[src/rtl/v_issue_sched.sv]
// In-order single-issue scheduler feeding VALU/VRED/VSLDU/VLSU from one issue register.
// Per-unit scoreboard entries track occupancy, the pending write and the source-register set.

module v_issue_sb_entry (
  input  logic        clk,
  input  logic        rst,
  input  logic        i_set,
  input  logic        i_done,
  input  logic        i_wr,
  input  logic [4:0]  i_wreg,
  input  logic [31:0] i_rmask,
  output logic        o_occ,
  output logic        o_wr,
  output logic [4:0]  o_wreg,
  output logic [31:0] o_rmask
);
  logic        r_occ, r_wr;
  logic [4:0]  r_wreg;
  logic [31:0] r_rmask;

  // set only fires when the unit is free, so set and a valid done never coincide
  always_ff @(posedge clk) begin
    if (rst) begin
      r_occ   <= 1'b0;
      r_wr    <= 1'b0;
      r_wreg  <= '0;
      r_rmask <= '0;
    end else if (i_set) begin
      r_occ   <= 1'b1;
      r_wr    <= i_wr;
      r_wreg  <= i_wreg;
      r_rmask <= i_rmask;
    end else if (i_done && r_occ) begin
      r_occ   <= 1'b0;
      r_wr    <= 1'b0;
      r_rmask <= '0;
    end
  end

  assign o_occ   = r_occ;
  assign o_wr    = r_wr;
  assign o_wreg  = r_wreg;
  assign o_rmask = r_rmask;
endmodule

module v_issue_sched #(
  parameter int VLEN = 256,
  parameter int VL_W = 9
) (
  input  logic            clk,
  input  logic            rst,
  input  logic            in_valid,
  output logic            in_ready,
  input  logic [1:0]      in_unit,
  input  logic [3:0]      in_op,
  input  logic [4:0]      in_vd,
  input  logic [4:0]      in_vs1,
  input  logic [4:0]      in_vs2,
  input  logic            in_wr_vd,
  input  logic            in_rd_vd,
  input  logic            in_rd_vs1,
  input  logic            in_rd_vs2,
  input  logic [1:0]      in_vsew,
  input  logic [VL_W-1:0] in_vl,
  output logic [3:0]      iss_valid,
  input  logic [3:0]      iss_ready,
  output logic [3:0]      iss_op,
  output logic [4:0]      iss_vd,
  output logic [4:0]      iss_vs1,
  output logic [4:0]      iss_vs2,
  output logic [1:0]      iss_vsew,
  output logic [VL_W-1:0] iss_vl,
  input  logic [3:0]      done,
  output logic            illegal,
  output logic            busy
);
  localparam int NUM_UNITS = 4;

  typedef struct packed {
    logic [1:0]      unit;
    logic [3:0]      op;
    logic [4:0]      vd, vs1, vs2;
    logic            wr_vd, rd_vd, rd_vs1, rd_vs2;
    logic [1:0]      vsew;
    logic [VL_W-1:0] vl;
  } instr_t;

  instr_t r_ir;
  logic   r_ir_valid, r_illegal;
  instr_t w_in;
  logic [VL_W-1:0] w_vlmax;
  logic [3:0]      w_opmax;
  logic            w_in_illegal, w_accept, w_load, w_fire, w_hazard;
  logic [31:0]     w_src;
  logic [NUM_UNITS-1:0]       w_occ, w_wr;
  logic [NUM_UNITS-1:0][4:0]  w_wreg;
  logic [NUM_UNITS-1:0][31:0] w_rmask;

  assign w_in = '{unit: in_unit, op: in_op, vd: in_vd, vs1: in_vs1, vs2: in_vs2,
                  wr_vd: in_wr_vd, rd_vd: in_rd_vd, rd_vs1: in_rd_vs1, rd_vs2: in_rd_vs2,
                  vsew: in_vsew, vl: in_vl};

  always_comb begin
    case (in_vsew)
      2'd0:    w_vlmax = VL_W'(VLEN / 8);
      2'd1:    w_vlmax = VL_W'(VLEN / 16);
      2'd2:    w_vlmax = VL_W'(VLEN / 32);
      default: w_vlmax = '0;
    endcase
    case (in_unit)
      2'd0:    w_opmax = 4'd10;
      2'd1:    w_opmax = 4'd2;
      2'd2:    w_opmax = 4'd5;
      default: w_opmax = 4'd12;
    endcase
  end

  assign w_in_illegal = (in_vsew == 2'd3) | (in_op == 4'd0) | (in_op > w_opmax) | (in_vl > w_vlmax);
  assign in_ready     = !rst & (!r_ir_valid | w_fire);
  assign w_accept     = in_valid & in_ready;
  assign w_load       = w_accept & !w_in_illegal & (in_vl != '0);

  // source set of the held instruction as a 32-bit register mask
  assign w_src = ({31'b0, r_ir.rd_vs1} << r_ir.vs1)
               | ({31'b0, r_ir.rd_vs2} << r_ir.vs2)
               | ({31'b0, r_ir.rd_vd}  << r_ir.vd);

  always_comb begin
    w_hazard = 1'b0;
    for (int u = 0; u < NUM_UNITS; u++) begin
      if (w_occ[u]) begin
        if (w_wr[u] && w_src[w_wreg[u]]) w_hazard = 1'b1;
        if (r_ir.wr_vd && ((w_wr[u] && (w_wreg[u] == r_ir.vd)) || w_rmask[u][r_ir.vd]))
          w_hazard = 1'b1;
      end
    end
  end

  genvar g;
  generate
    for (g = 0; g < NUM_UNITS; g++) begin : g_unit
      assign iss_valid[g] = !rst & r_ir_valid & (r_ir.unit == 2'(g)) & !w_occ[g] & !w_hazard;
      v_issue_sb_entry u_sb (
        .clk     (clk),
        .rst     (rst),
        .i_set   (iss_valid[g] & iss_ready[g]),
        .i_done  (done[g]),
        .i_wr    (r_ir.wr_vd),
        .i_wreg  (r_ir.vd),
        .i_rmask (w_src),
        .o_occ   (w_occ[g]),
        .o_wr    (w_wr[g]),
        .o_wreg  (w_wreg[g]),
        .o_rmask (w_rmask[g])
      );
    end
  endgenerate

  assign w_fire = |(iss_valid & iss_ready);

  always_ff @(posedge clk) begin
    if (rst) begin
      r_ir_valid <= 1'b0;
      r_illegal  <= 1'b0;
      r_ir       <= '0;
    end else begin
      r_illegal <= w_accept & w_in_illegal;
      if (w_load) begin
        r_ir_valid <= 1'b1;
        r_ir       <= w_in;
      end else if (w_fire) begin
        r_ir_valid <= 1'b0;
      end
    end
  end

  assign iss_op   = r_ir.op;
  assign iss_vd   = r_ir.vd;
  assign iss_vs1  = r_ir.vs1;
  assign iss_vs2  = r_ir.vs2;
  assign iss_vsew = r_ir.vsew;
  assign iss_vl   = r_ir.vl;
  assign illegal  = r_illegal;
  assign busy     = r_ir_valid | (|w_occ);
endmodule

[config.mk]
export PLATFORM = sky130hd
export DESIGN_NAME = v_issue_sched
export DESIGN_NICKNAME = d
export VERILOG_FILES = /design/src/rtl/v_issue_sched.sv
export SDC_FILE = /design/constraint.sdc
export NUM_CORES = 1
export LEC_CHECK = 0
export CAP_MARGIN = 20
export CORE_AREA = 2 2 163 165
export CTS_CLUSTER_SIZE = 25
export DETAILED_ROUTE_END_ITERATION = 10
export DIE_AREA = 0 0 165 167
export PLACE_DENSITY_LB_ADDON = 0.2
export SYNTH_ARGS = -nofsm -noshare
export SYNTH_HDL_FRONTEND = slang
export SYNTH_SLANG_ARGS = --single-unit
[constraint.sdc]
create_clock -name clk -period 13.5 [get_ports clk]
set_input_delay 4.05 -clock clk [delete_from_list [all_inputs] [get_ports clk]]
set_output_delay 4.05 -clock clk [all_outputs]
set_load 0.1 [all_outputs]
# Word-level counts from Yosys, hierarchy flattened
# Cells that the tools add are included.
# op_classes
n_lt_le_gt_ge,7
eq_ne,12
n_shift,3
mux,52
bitwise,30
reduce_logical,40
# op_table
cell,n
$mux W32,8
$shl A1 B5 Y32,3
$or A32 B32 Y32,2
$bmux W1 S5,8
$mux W1,34
$lt A5 B6 Y1 const B,5
$and A1 B1 Y1,22
$eq A5 B5 Y1,4
$pmux W6 S3,1
$logic_and A1 B1 Y1,16
$pmux W4 S3,1
$eq A2 B2 Y1 const B,5
$reduce_bool A2 Y1,5
$gt A9 B9 Y1,1
$reduce_bool A9 Y1,1
$logic_not A1 Y1,8
$reduce_or A4 Y1,2
$eq A2 B1 Y1 const B,3
$logic_not A2 Y1,3
$or A1 B1 Y1,5
$and A4 B4 Y4,1
$gt A4 B4 Y1,1
$logic_not A4 Y1,1
$logic_or A1 B1 Y1,4
# totals
ff_bits,194
in_bits,47
out_inout_bits,37
wordCells,173

# Logic depth before layout (Yosys ltp)
# depth
depth_word,28
depth_mapped,15
mapped_depth_nobuf,13

# Cells and area by module
# A second synthesis with hierarchy kept.
# unflattened
hier_cells,1432
hier_area_um2,12195.4
# modules_own_cells
mod,instances,cells_per_inst,area_each_um2,seq_area_each_um2
v_issue_sb_entry,4,167,1540.2,780.7
v_issue_sched,1,764,6034.5,760.7

# Worst setup path before layout
# OpenSTA, ideal clock, no wires.
# synth_timing
path_kind,input port to output port
startpoint,input port rst
endpoint,output port iss_valid[1]
arrival_time_ps,7455
required_time_ps,9450
path_slack_ps,1995
path_stages,5
n_path_buf,1
cell_sequence,clkbuf_1 > a311o_1 > a2111oi_4 > nand4_1 > nor3b_1
# synth_via
elab_chain_len,5
# synth_rtl
element,line,rtl
from (decl),51,"input logic rst,"
$logic_not A1 Y1,142,assign iss_valid[g] = !rst & r_ir_valid & (r_ir.unit == 2'(g)) & !w_occ[g] & !w_hazard;
$and A1 B1 Y1 (4 in a row),142,
to (decl),65,"output logic [3:0] iss_valid,"
# No other way between the ends.

# Worst setup path after layout
# layout_timing
startpoint,input port iss_ready[1]
endpoint,output port in_ready
# layout_via
elab_chain_len,4
# layout_rtl
element,line,rtl
from (decl),66,"input logic [3:0] iss_ready,"
$and A4 B4 Y4,159,assign w_fire = |(iss_valid & iss_ready);
$reduce_or A4 Y1,159,
$or A1 B1 Y1,119,assign in_ready = !rst & (!r_ir_valid | w_fire);
$and A1 B1 Y1,119,
to (decl),53,"output logic in_ready,"
# No other way between the ends.

==> results.py <==
metrics = {
    "run_status": {
        "status": "finished clean",
    },
    "placed_design": {
        "hpwlAfterDp_um": 25200,
        "port_buffers": 83,
        "gp_congestion": 0.974,
        "post_dp_cell_area_um2": 12200,
    },
    "global_routing": {
        "grt_pass1_wl_um": 57100,
        "grt_max_degree": 91,
        "grt_use_total_pct": 26.6,
        "antenna_found_initial": 0,
        "grt_pass1_vias": 9899,
        "overflow": 0,
    },
    "synth": {
        "syn_nets": 1364,
        "synth_ff_type": "dfxtp_1",
        "ys_ff_latch": 194,
        "yosysTopAreaCell": "dfxtp_1",
        "synth_top_area_share_pct": 33.8,
        "ys_seq_area_share_pct": 33.8,
        "synth_area_um2": 11500,
        "async_flop_share_pct": 0,
        "synthDistinctLibCells": 85,
        "synth_edf_count": 0,
        "syn_inst": 1306,
        "avgSynthCellArea_um2": 8.79,
        "yosys_warnings": 0,
        "synth_area_leaders": "dfxtp_1 (34%), mux2i_1 (9.5%), mux4_2 (8.8%), nand2_1 (4.3%), o21ai_0 (4.1%)",
    },
    "clock_tree": {
        "post-cts-setup-buffers": 0,
        "ctsHoldBuffers": 0,
        "cts_tree": "done",
        "cts_resized": 0,
        "clk_pin_slew_worst_paths_ns": 0.08,
        "cts_root_buf": "clkbuf_16",
        "clk_latency_ns": 0.45,
        "htreeDepth": 4,
        "cts_buffers": 17,
        "clock-sinks": 194,
        "clock_path_buffers": 2,
    },
    "critical_path": {
        "path_max_fanout": 35,
        "end_kind": "output pin",
        "cp_data_arrival_time_ns": 7.23,
        "cp.required_ns": 9.45,
        "cp-start-kind": "input port",
        "worstSetupPathType": "in -> out",
    },
    "layout": {
        "nNetsFinal": 1345,
        "drive_gt1_share_pct": 11.7,
        "syn_to_final_growth_pct": 12.2,
        "final_util_pct": 50.0,
        "design_area_um2": 12900,
        "fillers": 2452,
        "num_antenna_cells": 0,
    },
    "pwr": {
        "p_leak_uw": 0.00461,
        "p_comb_share_pct": 5.0,
        "p_sw_share_pct": 26.1,
        "p_seq_share_pct": 48.9,
        "p_switching_uw": 306,
        "p_int_uw": 867,
        "clkPwrFrac_pct": 46.1,
        "max-vdd-ir-drop_mv": 0.0875,
        "power.density_nw_per_um2": 91.2,
    },
    "floorplan": {
        "coreArea_um2": 25800,
        "die_height_um": 167,
        "start_util_pct": 44.6,
        "die_w_um": 165,
        "rows": 59,
        "io_pins": 84,
        "dieArea_um2": 27600,
    },
    "routing": {
        "routedWlPerCell_um": 22.0,
        "drtIter0Drc": 922,
        "met1Wirelength_um": 16200,
        "finalWirelength_um": 35900,
        "drtPass1Iterations": 5,
        "drc_errors": 0,
        "vias_per_cell": 6.23,
        "highest_layer": "met4",
        "met3_length_um": 2200,
        "ant_nets": 0,
        "met2_length_um": 16700,
        "num_vias": 10189,
    },
    "timing": {
        "fmax_mhz": 88.7,
        "clock_skew_ns": 0.0270,
        "hold_viol_final": 0,
        "finalCriticalPeriod_ns": 11.28,
        "fin_tns_setup_ns": 0,
        "slew_violations": 0,
        "timing.final.crit_share_pct": 83.6,
        "slew_headroom_pct": 32.8,
        "setup_viol_count_final": 0,
        "holdWs_ns": 0.459,
        "worstMarginPinSlew_ns": 1.01,
        "rsz0062_at_grt": "false",
    },
    "min_path": {
        "min_path_type": "reg -> reg",
    },
    "flow_run": {
        "maxCapViolations": 0,
    },
}
[final timing paths]
kind / slack, ns / cells past startpoint / startpoint / endpoint
worst max-delay path: 2.22 / 11 / iss_ready[1] / in_ready
worst min-delay path: 0.46 / 2 / g_unit[3].u_sb.o_rmask[15] / g_unit[3].u_sb.o_rmask[15]
worst max register to register: 8.16 / 11 / iss_vd[0] / g_unit[0].u_sb.o_rmask[29]
worst min register to register: 0.46 / 2 / g_unit[3].u_sb.o_rmask[15] / g_unit[3].u_sb.o_rmask[15]
[layer usage]
layer  vias up  track usage, %
met5         -               0
met4         0            8.09
met3        56            4.63
met2       387            41.8
met1      5026            37.3
li1       4720               -
[flip-flops by register name (all words and copies together) (netlist names)]
register and count:
r_ir_valid 1, iss_vd 5, iss_vsew 2, iss_vl 9
g_unit.u_sb.o_wreg 20, r_ir 6, iss_vs2 5, g_unit.u_sb.o_rmask 128
g_unit.u_sb.o_wr 4, iss_op 4, g_unit.u_sb.o_occ 4, iss_vs1 5
illegal 1
[final cells by class]
class | count | area, um2 | area share, %
well taps | 335 | 419 | 3.26
repair buffers | 101 | 993 | 7.72
clock buffers | 17 | 425 | 3.30
multi-input cells | 955 | 6880 | 53.4
inverters | 18 | 67.6 | 0.525
flip-flops and latches | 194 | 3890 | 30.2
clock inverters | 15 | 203 | 1.57
[power groups by stage]
stage	clock, uW	combinational [uW]	sequential (uW)
after floorplan	0	32.4	588
after global placement	0	57.4	588
after detailed placement	0	58.0	588
after CTS	550	58.1	574
after global routing	578	62.6	575
final	541	58.4	574
[critical path, stage by stage]
cell	delay, ns
clkdlybuf4s50_1	0.47
and3b_1	0.32
nor2_1	0.06
a31oi_1	0.19
a21oi_1	0.05
or2_2	0.27
o31ai_1	0.10
a31oi_2	0.13
buf_4	0.28
nor2_1	0.16
clkdlybuf4s50_1	1.15
[cell families (layout without fill, tap and decap cells)]
family          count (synthesis)  count (layout)  share of synthesized area, %
mux                           162             162                          19.1
xor+xnor                       20              20                          1.53
compound gates                289             289                          16.0
simple gates                  473             473                          21.7
buf+inv                       157             151                          6.59
flops                         194             194                          33.8
fa+ha+maj                      11              11                          1.20
[synthesized netlist by cell type, types with 4 or more instances]
| library cell | number |
|---|---|
| a21oi_1 | 68 |
| a221oi_1 | 6 |
| a22oi_1 | 11 |
| a311oi_1 | 4 |
| a31oi_1 | 8 |
| a32oi_1 | 7 |
| and2_1 | 8 |
| and3_1 | 7 |
| and4b_1 | 6 |
| buf_2 | 17 |
| buf_4 | 37 |
| clkbuf_1 | 81 |
| dfxtp_1 | 194 |
| ha_1 | 11 |
| inv_1 | 18 |
| mux2_2 | 7 |
| mux2i_1 | 109 |
| mux4_2 | 45 |
| nand2_1 | 132 |
| nand2b_1 | 42 |
| nand3_1 | 90 |
| nand4_1 | 8 |
| nand4b_1 | 9 |
| nand4bb_1 | 6 |
| nor2_1 | 61 |
| nor2b_1 | 14 |
| nor3_1 | 21 |
| nor3b_1 | 11 |
| nor4_1 | 7 |
| o211ai_1 | 8 |
| o21ai_0 | 94 |
| o21ai_1 | 4 |
| o21bai_1 | 6 |
| o22ai_1 | 22 |
| o32ai_1 | 6 |
| or2_2 | 26 |
| xnor2_1 | 7 |
| xor2_1 | 13 |
[stage by stage]
step | power [uW] | worst slack [ns] | cells
2_1_floorplan | 621 | 2.00 | 1306
3_3_place_gp | 645 | 2.26 | 1600
3_5_place_dp | 646 | 2.22 | 1600
4_1_cts | 1180 | 2.21 | 1632
5_1_grt | 1210 | 2.06 | 1635
6_report | 1170 | 2.22 | 1635
[cell usage in the layout (no fill, tap or decap), types with 9 or more instances in the layout]
cell type        count
ha_1                11
nor3b_1             11
o21ai_0             94
nand4b_1             9
nand3_1             90
o22ai_1             22
buf_4               15
nor2b_1             14
nand2b_1            42
inv_1               18
mux2i_1            109
a22oi_1             11
nand2_1            132
clkdlybuf4s50_1     82
xor2_1              13
nor3_1              21
mux4_2              45
or2_2               26
a21oi_1             64
clkbuf_16           17
dfxtp_1            192
nor2_1              60
(Power assumes the default switching activity.)
